===== src/rtl/pe_operand_loader.sv =====
// Operand fetch unit: streams one tile of words from BRAM into a register bank,
// hands the bank to the PE array, and repeats for each tile.
module pe_operand_loader #(
    parameter int DATA_W     = 32,
    parameter int ADDR_W     = 32,
    parameter int NUM_PE     = 4,
    parameter int OPS_PER_PE = 2,
    parameter int RD_LAT     = 1,
    parameter int ADDR_STEP  = 4
) (
    input  logic                                 i_clk,
    input  logic                                 i_rst,
    input  logic                                 i_start,
    input  logic [ADDR_W-1:0]                    i_base_addr,
    input  logic [15:0]                          i_num_tiles,
    output logic                                 o_bram_en,
    output logic [ADDR_W-1:0]                    o_bram_addr,
    input  logic [DATA_W-1:0]                    i_bram_rdata,
    output logic [NUM_PE*OPS_PER_PE*DATA_W-1:0]  o_pe_operands,
    output logic                                 o_pe_en,
    input  logic                                 i_pe_done,
    output logic [15:0]                          o_tile_idx,
    output logic                                 o_busy,
    output logic                                 o_done
);
    localparam int WORDS = NUM_PE * OPS_PER_PE;
    localparam int CNT_W = $clog2(WORDS + 1);
    localparam logic [ADDR_W-1:0] STEP        = ADDR_W'(ADDR_STEP);
    localparam logic [ADDR_W-1:0] TILE_STRIDE = ADDR_W'(WORDS * ADDR_STEP);

    typedef enum logic [2:0] {S_IDLE, S_READ, S_FIRE, S_WAIT, S_FINISH} state_t;

    state_t             r_state;
    logic [ADDR_W-1:0]  r_cur_base;
    logic [15:0]        r_limit;
    logic [15:0]        r_tile_idx;
    logic [CNT_W-1:0]   r_iss_cnt;
    logic [CNT_W-1:0]   r_cap_cnt;
    logic               r_bram_en;
    logic [ADDR_W-1:0]  r_bram_addr;
    logic               r_pe_en;
    logic               r_busy;
    logic               r_done;
    // bit k is high k cycles after a read was issued; the top bit marks valid rdata
    logic [RD_LAT:1]    r_vld_pipe;
    logic [DATA_W-1:0]  r_bank [WORDS];

    logic               w_cap;
    logic               w_last_cap;
    logic               w_last_tile;
    logic [ADDR_W-1:0]  w_next_base;

    assign w_cap       = r_vld_pipe[RD_LAT];
    assign w_last_cap  = w_cap && (r_cap_cnt == CNT_W'(WORDS - 1));
    assign w_last_tile = (r_tile_idx == r_limit - 16'd1);
    assign w_next_base = r_cur_base + TILE_STRIDE;

    always_ff @(posedge i_clk) begin
        if (i_rst) begin
            r_state     <= S_IDLE;
            r_cur_base  <= '0;
            r_limit     <= '0;
            r_tile_idx  <= '0;
            r_iss_cnt   <= '0;
            r_cap_cnt   <= '0;
            r_bram_en   <= 1'b0;
            r_bram_addr <= '0;
            r_pe_en     <= 1'b0;
            r_busy      <= 1'b0;
            r_done      <= 1'b0;
            r_vld_pipe  <= '0;
        end else begin
            r_done     <= 1'b0;
            r_vld_pipe <= (r_vld_pipe << 1) | (RD_LAT)'(r_bram_en);
            case (r_state)
                S_IDLE: begin
                    if (i_start) begin
                        r_cur_base <= i_base_addr;
                        r_limit    <= i_num_tiles;
                        r_tile_idx <= '0;
                        r_cap_cnt  <= '0;
                        r_busy     <= 1'b1;
                        if (i_num_tiles == 16'd0) begin
                            r_state <= S_FINISH;
                        end else begin
                            r_state     <= S_READ;
                            r_bram_en   <= 1'b1;
                            r_bram_addr <= i_base_addr;
                            r_iss_cnt   <= CNT_W'(1);
                        end
                    end
                end
                S_READ: begin
                    if (r_bram_en) begin
                        if (r_iss_cnt == CNT_W'(WORDS)) begin
                            r_bram_en <= 1'b0;
                        end else begin
                            r_bram_addr <= r_bram_addr + STEP;
                            r_iss_cnt   <= r_iss_cnt + CNT_W'(1);
                        end
                    end
                    if (w_cap) r_cap_cnt <= r_cap_cnt + CNT_W'(1);
                    if (w_last_cap) r_state <= S_FIRE;
                end
                S_FIRE: begin
                    r_pe_en <= 1'b1;
                    r_state <= S_WAIT;
                end
                S_WAIT: begin
                    if (i_pe_done) begin
                        r_pe_en <= 1'b0;
                        if (w_last_tile) begin
                            r_state <= S_FINISH;
                        end else begin
                            r_tile_idx  <= r_tile_idx + 16'd1;
                            r_cur_base  <= w_next_base;
                            r_bram_addr <= w_next_base;
                            r_bram_en   <= 1'b1;
                            r_iss_cnt   <= CNT_W'(1);
                            r_cap_cnt   <= '0;
                            r_state     <= S_READ;
                        end
                    end
                end
                S_FINISH: begin
                    r_done  <= 1'b1;
                    r_busy  <= 1'b0;
                    r_state <= S_IDLE;
                end
                default: r_state <= S_IDLE;
            endcase
        end
    end

    // One register per operand word; untouched words keep the previous tile's value.
    for (genvar k = 0; k < WORDS; k++) begin : g_word
        always_ff @(posedge i_clk) begin
            if (i_rst) begin
                r_bank[k] <= '0;
            end else if (w_cap && (r_cap_cnt == CNT_W'(k))) begin
                r_bank[k] <= i_bram_rdata;
            end
        end
        assign o_pe_operands[k*DATA_W +: DATA_W] = r_bank[k];
    end

    assign o_bram_en   = r_bram_en;
    assign o_bram_addr = r_bram_addr;
    assign o_pe_en     = r_pe_en;
    assign o_tile_idx  = r_tile_idx;
    assign o_busy      = r_busy;
    assign o_done      = r_done;
endmodule

===== config.mk =====
export PLATFORM = sky130hd
export DESIGN_NAME = pe_operand_loader
export DESIGN_NICKNAME = d
export VERILOG_FILES = /design/src/rtl/pe_operand_loader.sv
export SDC_FILE = /design/constraint.sdc
export NUM_CORES = 1
export LEC_CHECK = 0
export ABC_AREA = 1
export BUFFER_PORTS_ARGS = -buffer_cell sky130_fd_sc_hd__buf_2
export CORE_MARGIN = 8
export CORE_UTILIZATION = 45
export CTS_BUF_LIST = sky130_fd_sc_hd__clkbuf_8 sky130_fd_sc_hd__clkbuf_16
export DETAILED_ROUTE_END_ITERATION = 8
export GPL_TIMING_DRIVEN = 1
export PLACE_DENSITY = 0.68
export SLEW_MARGIN = 20
export SYNTH_ARGS = -nofsm -noshare
export SYNTH_HDL_FRONTEND = slang
export SYNTH_SLANG_ARGS = --single-unit

===== constraint.sdc =====
create_clock -name i_clk -period 2.3 [get_ports i_clk]
set_input_delay 0.345 -clock i_clk [delete_from_list [all_inputs] [get_ports i_clk]]
set_output_delay 0.345 -clock i_clk [all_outputs]
set_load 0.1 [all_outputs]

# After elaboration in Yosys (flattened, before gate mapping)
# Memory sizes are Yosys's and may differ from the RTL's.
# Cells that the tools add are included.
[word_totals]
wordCells = 148
latchBits = 0
ramBits = 256
regBits = 112
input_bits = 84
rom_bits = 0
mem_count = 1
out_inout_bits = 308
[mem_list]
columns = ["memory", "words", "width", "rd", "rd_ports_with_merged_regs", "wr", "line", "rtl"]
rows = [
  ["r_bank", 8, 32, 8, 0, 8, "46", "logic [DATA_W-1:0] r_bank [WORDS];"],
]
[op_classes]
order_cmp = 0
shifts = 0
div_mod_pow = 0
eq_ne = 21
n_reduce_logical = 23
add_sub_neg = 6
n_mux = 77
multipliers = 0
bitwise_logic = 8
[op_table]
columns = ["op", "n"]
rows = [
  ["$mux W32", 15],
  ["$pmux W32 S3", 1],
  ["$pmux W32 S2", 1],
  ["$mux W16", 3],
  ["$mux W4", 10],
  ["$mux W1", 35],
  ["$add A32 B3 Y32 const B", 1],
  ["$add A32 B6 Y32 const B", 1],
  ["$pmux W16 S2", 1],
  ["$pmux W4 S3", 2],
  ["$add A16 B1 Y16 const B", 1],
  ["$eq A16 B16 Y1", 1],
  ["$eq A4 B3 Y1 const B", 4],
  ["$logic_not A16 Y1", 1],
  ["$ne A2 B2 Y1 const B", 8],
  ["$sub A16 B1 Y16 const B", 1],
  ["$mux W3", 5],
  ["$pmux W3 S4", 1],
  ["$reduce_and A5 Y1", 2],
  ["$add A4 B1 Y4 const B", 2],
  ["$eq A4 B2 Y1 const B", 2],
  ["$logic_and A1 B1 Y1", 8],
  ["$or A1 B1 Y1", 8],
  ["$reduce_and A7 Y1", 1],
  ["other kinds (14)", 20],
]

# Depth between registers and ports, before layout
[logic_depth]
ltp_word = 6
depth_mapped = 17
ltp_nobuf = 16

# Worst setup path before layout
# No wires, ideal clock.
[synth_path]
kind = "register -> register"
startpoint = "register r_bram_addr[2] (netlist: o_bram_addr[2])"
endpoint = "register r_bram_addr[31] (netlist: o_bram_addr[31])"
arrival_ps = 2535
required_time_ps = 2187
setup_slack_ps = -348
n_path_buf = 0
setup_ps = 113
stages_incl_launch_ff = 12
synth_period_minus_slack_ps = 2648
cell_sequence = "dfxtp_1 > inv_1 > nor3_1 > nand2_1 > nor2_1 > nand3b_1 > nor2_1 > nand3_1 > nand3_1 > nand3_1 > nor2_1 > nor2_1"
[synth_via]
elab_chain_cells = 4
[synth_rtl]
columns = ["item", "line", "rtl"]
rows = [
  ["start, declared", "40", "logic [ADDR_W-1:0] r_bram_addr;"],
  ["start signal, assigned", "88", "r_bram_addr <= i_base_addr;"],
  ["start signal, assigned", "98", "r_bram_addr <= r_bram_addr + STEP;"],
  ["start signal, assigned", "117", "r_bram_addr <= w_next_base;"],
  ["$add A32 B3 Y32", "98", ""],
  ["$mux W32", "95", "if (r_iss_cnt == CNT_W'(WORDS)) begin"],
  ["$mux W32", "94", "if (r_bram_en) begin"],
  ["$pmux W32 S3", "75", "case (r_state)"],
]
# Every way passes these cells. The select of a mux whose other input is x is not followed.
# A chain may end at the register's enable or synchronous reset.

# Final worst setup path
[layout_path]
startpoint = "register r_limit[1]"
endpoint = "register r_bram_addr[19] (netlist: o_bram_addr[19])"
[layout_via]
elab_chain_cells = 4
[layout_rtl]
columns = ["item", "line", "rtl"]
rows = [
  ["start, declared", "35", "logic [15:0] r_limit;"],
  ["start signal, assigned", "79", "r_limit <= i_num_tiles;"],
  ["$sub A16 B1 Y16", "55", "assign w_last_tile = (r_tile_idx == r_limit - 16'd1);"],
  ["$eq A16 B16 Y1", "55", ""],
  ["$ne A2 B2 Y1 (no source line)", "n/a", ""],
  ["$reduce_and A7 Y1 (no source line)", "n/a", ""],
]
# Every way passes these cells.

==> flow_summary_export.csv <==
group,metric,value,unit
cells_and_area,layout-drive-gt1-share,0.274,
cts,cts_tree,"built",
yosys,yosys_warnings,0,
cts,ctsHoldBuffers,0,
yosys,ys_ff_latch,368,
cells_and_area,fin_util,0.582,
sta,rsz0062_at_grt,"yes",
detailed_routing,vias_per_cell,5.42,
floorplan,io-pin-count,392,
cts,clockBufferDepth,3,
floorplan,initial_core_util,0.458,
sta,period_needed,2.27,ns
sta,slew_headroom,0.473,
yosys,netlist.area_leader.share,0.458,
cts,cts.sinks,368,
power_and_ir_drop,leakagePower,0.00956,uW
power_and_ir_drop,peakVddDrop,1540,uV
detailed_routing,wire_per_inst,20.7,microns
power_and_ir_drop,power_density,1150,nW/um^2
yosys,syn_nets,1975,
placed_design,dp_slack,-0.0608,ns
cts,cts_buffers,39,
floorplan,core,36700,sq um
yosys,synth_edf_count,256,
placed_design,place.gp.congestion,0.962,
setup_path,path_cells,"inv_2, ha_4, xor2_1, o21ai_0, nor2_1, nand2_1, nor3_4, nand3_4, buf_12, nand3_4, buf_12, nand2_1, nand2_1, nor2_1",
yosys,synth_cell_types,43,
setup_path,start_kind,"register",
setup_path,cp_top_family,"simple AND/OR/NAND/NOR gates",
power_and_ir_drop,comb_power_share,0.404,
floorplan,row_count,70,
detailed_routing,drt_wl_total,58300,microns
setup_path,worstPathRequired,2.69,ns
setup_path,critical_path_buf_inv_count,3,
detailed_routing,drtIter0Drc,1384,
setup_path,cp_slowest_stage_delay,0.36,ns
floorplan,die_x,209,microns
power_and_ir_drop,switchingPower,11000,uW
cells_and_area,area_delta_synth_final,27.2,%
setup_path,crit_type,"reg2reg",
floorplan,fp.dieH,209,microns
global_route,grt_antenna_before_repair,0,
setup_path,cp_max_fo,22,
sta,fin_ws,0.0305,ns
cells_and_area,layout_common_cells,"nor2_1 (399), buf_2 (391), nand2_1 (318), edfxtp_1 (256), inv_1 (167)",
global_route,grt_max_degree,68,
min_path,holdCritPathClass,"in2reg",
setup_path,critPathCaptureType,"register",
cts,ctsHtreeMaxLevel,2,
power_and_ir_drop,p_int,13600,uW
global_route,grt_pass1_vias,14500,
sta,hold_violations,0,
cells_and_area,final_common_cell,"nor2_1",
cells_and_area,n_antenna_cell,0,
power_and_ir_drop,power_frac_clock,0.237,
power_and_ir_drop,p_sw_frac,0.446,
yosys,syn_area,16800,sq um
placed_design,hpwl,42300,microns
yosys,synth_top_cell_by_area,"edfxtp_1",
yosys,syn_avg_cell_area,8.93,sq um
cts,root_buffer,"clkbuf_16",
yosys,async_reset_ff_frac,0,
job,drv_cap,0,
placed_design,numPortBuffers,391,
cts,clock_latency,0.55,ns
cells_and_area,regArea,9970,sq um
cells_and_area,fin_nets,2415,
cells_and_area,final_area,21400,sq um
yosys,synthFlopType,"edfxtp_1",
detailed_routing,vias,15300,
sta,fin_crit_sh,0.987,
global_route,grt_pass1_wl,87000,microns
floorplan,die_area,43800,sq um
sta,drv_slew,0,
cts,clkTransAtPathRegs,0.06,ns
detailed_routing,drc_errors,0,
sta,fmax,0.441,GHz
sta,setup_violations,0,
setup_path,slowest_stage,"dfxtp_2",
yosys,synthCells,1881,
placed_design,post_dp_cell_area,19800,sq um
detailed_routing,detail_route.first_pass.iterations,5,
setup_path,cp_data_arrival_time,2.66,ns
cells_and_area,multi_input_area,6110,sq um
setup_path,cpMostUsedCell,"nand2_1",
cells_and_area,n_fill_cell,3229,
status,status,"completed",
global_route,globalRoute.totalOverflow,0,
sta,worst_pin_slew,0.791,ns
yosys,synth_seq_area_share,0.591,
sta,clock_skew,0.0182,ns
power_and_ir_drop,seqPwrFrac,0.359,
yosys,synthTopCellsByArea,"edfxtp_1 (46%), dfxtp_1 (13%), nor2_1 (9.2%)",
detailed_routing,postRouteAntennaNets,0,
global_route,grt_usage,0.254,
sta,setup_tns,0,ns
-- flip-flops by register name, indices dropped and copies added, names as in the netlist --
name / cells
o_bram_addr: 32
r_vld_pipe: 1
o_busy: 1
o_done: 1
r_iss_cnt: 4
o_bram_en: 1
o_pe_en: 1
r_cap_cnt: 4
r_limit: 16
o_tile_idx: 16
r_state: 3
r_cur_base: 32
r_bank: 256
-- worst reg2reg max path: cells and delay by family (launching register included) --
| kind | cells | cell delay (ns) |
|---|---|---|
| DFF | 1 | 0.36 |
| xor gates and xnor gates | 1 | 0.13 |
| buffers and inverters | 3 | 0.41 |
| and+or+nand+nor | 8 | 0.87 |
| AOI/OAI and AO/OA | 1 | 0.10 |
| adders and majority gates | 1 | 0.26 |
-- routing by layer --
| metal | vias up | GRT usage | part of all wire |
|---|---|---|---|
| met2 | 748 | 0.432 | 0.49 |
| met1 | 7237 | 0.327 | 0.40 |
| li1 | 7193 | - | - |
| met4 | 0 | 0.0654 | 0.022 |
| met3 | 80 | 0.0536 | 0.088 |
| met5 | - | 0 | 0 |
-- final timing paths --
| check | start | end | slack [ns] | cells past startpoint |
|---|---|---|---|---|
| hold / removal | i_num_tiles[15] | r_limit[15] | 0.07 | 3 |
| hold reg to reg | r_cur_base[0] | r_cur_base[0] | 0.46 | 2 |
| setup / recovery | r_limit[1] | o_bram_addr[19] | 0.03 | 14 |
| setup reg to reg | r_limit[1] | o_bram_addr[19] | 0.03 | 14 |
-- power groups by stage --
stage | clock [uW] | sequential (uW) | combinational (uW)
CTS | 5940 | 8760 | 9380
floorplan | 0 | 12500 | 3360
global placement | 0 | 8900 | 9210
finish | 5850 | 8840 | 9950
detailed placement | 0 | 8890 | 9320
global route | 6210 | 8930 | 10500
-- area by class of cell --
type | instances | share of cell area
clock buffer | 41 | 0.0475
clock inverter | 26 | 0.00720
inverter | 167 | 0.0293
multi-input combinational | 1263 | 0.286
sequential | 368 | 0.467
tap | 468 | 0.0274
timing repair buffer | 482 | 0.136
-- repair_timing --
item                       4_1_cts  5_1_grt
setup buffers                    0        8
pin swaps                        0       24
setup endpoints to repair       70       85
gates resized for setup          5       74
cloned                           1        4
-- through the flow --
| step | hold slack [ns] | total power, uW | std cells |
|---|---|---|---|
| floorplan | 0.439 | 15900 | 1881 |
| global placement | 0.448 | 18100 | 2735 |
| detailed placement | 0.456 | 18200 | 2735 |
| CTS | 0.0499 | 24100 | 2803 |
| global route | 0.0693 | 25700 | 2815 |
| finish | 0.0727 | 24600 | 2815 |
-- synth_stat cells, drive strengths merged, types with 2 or more instances --
cell type  number
buf            25
o21bai          2
a221o           2
nand4          88
nand3         128
o211ai          7
a22o            3
ha             10
inv           167
dfxtp         112
or2             3
nor4            8
edfxtp        256
a21oi          94
nand3b          2
and2            4
nor2          418
clkbuf         59
nand2         351
xnor2          10
nor3           35
xor2           27
o21ai          63
-- cell families after synthesis --
group / count (synthesis) / share of synthesized area
buf+inv: 251 / 0.0586
compound gates: 176 / 0.0563
xor+xnor: 37 / 0.0193
simple gates: 1039 / 0.267
flops: 368 / 0.591
fa+ha+maj: 10 / 0.00745
No activity file was read; power rests on OpenSTA's default activity.
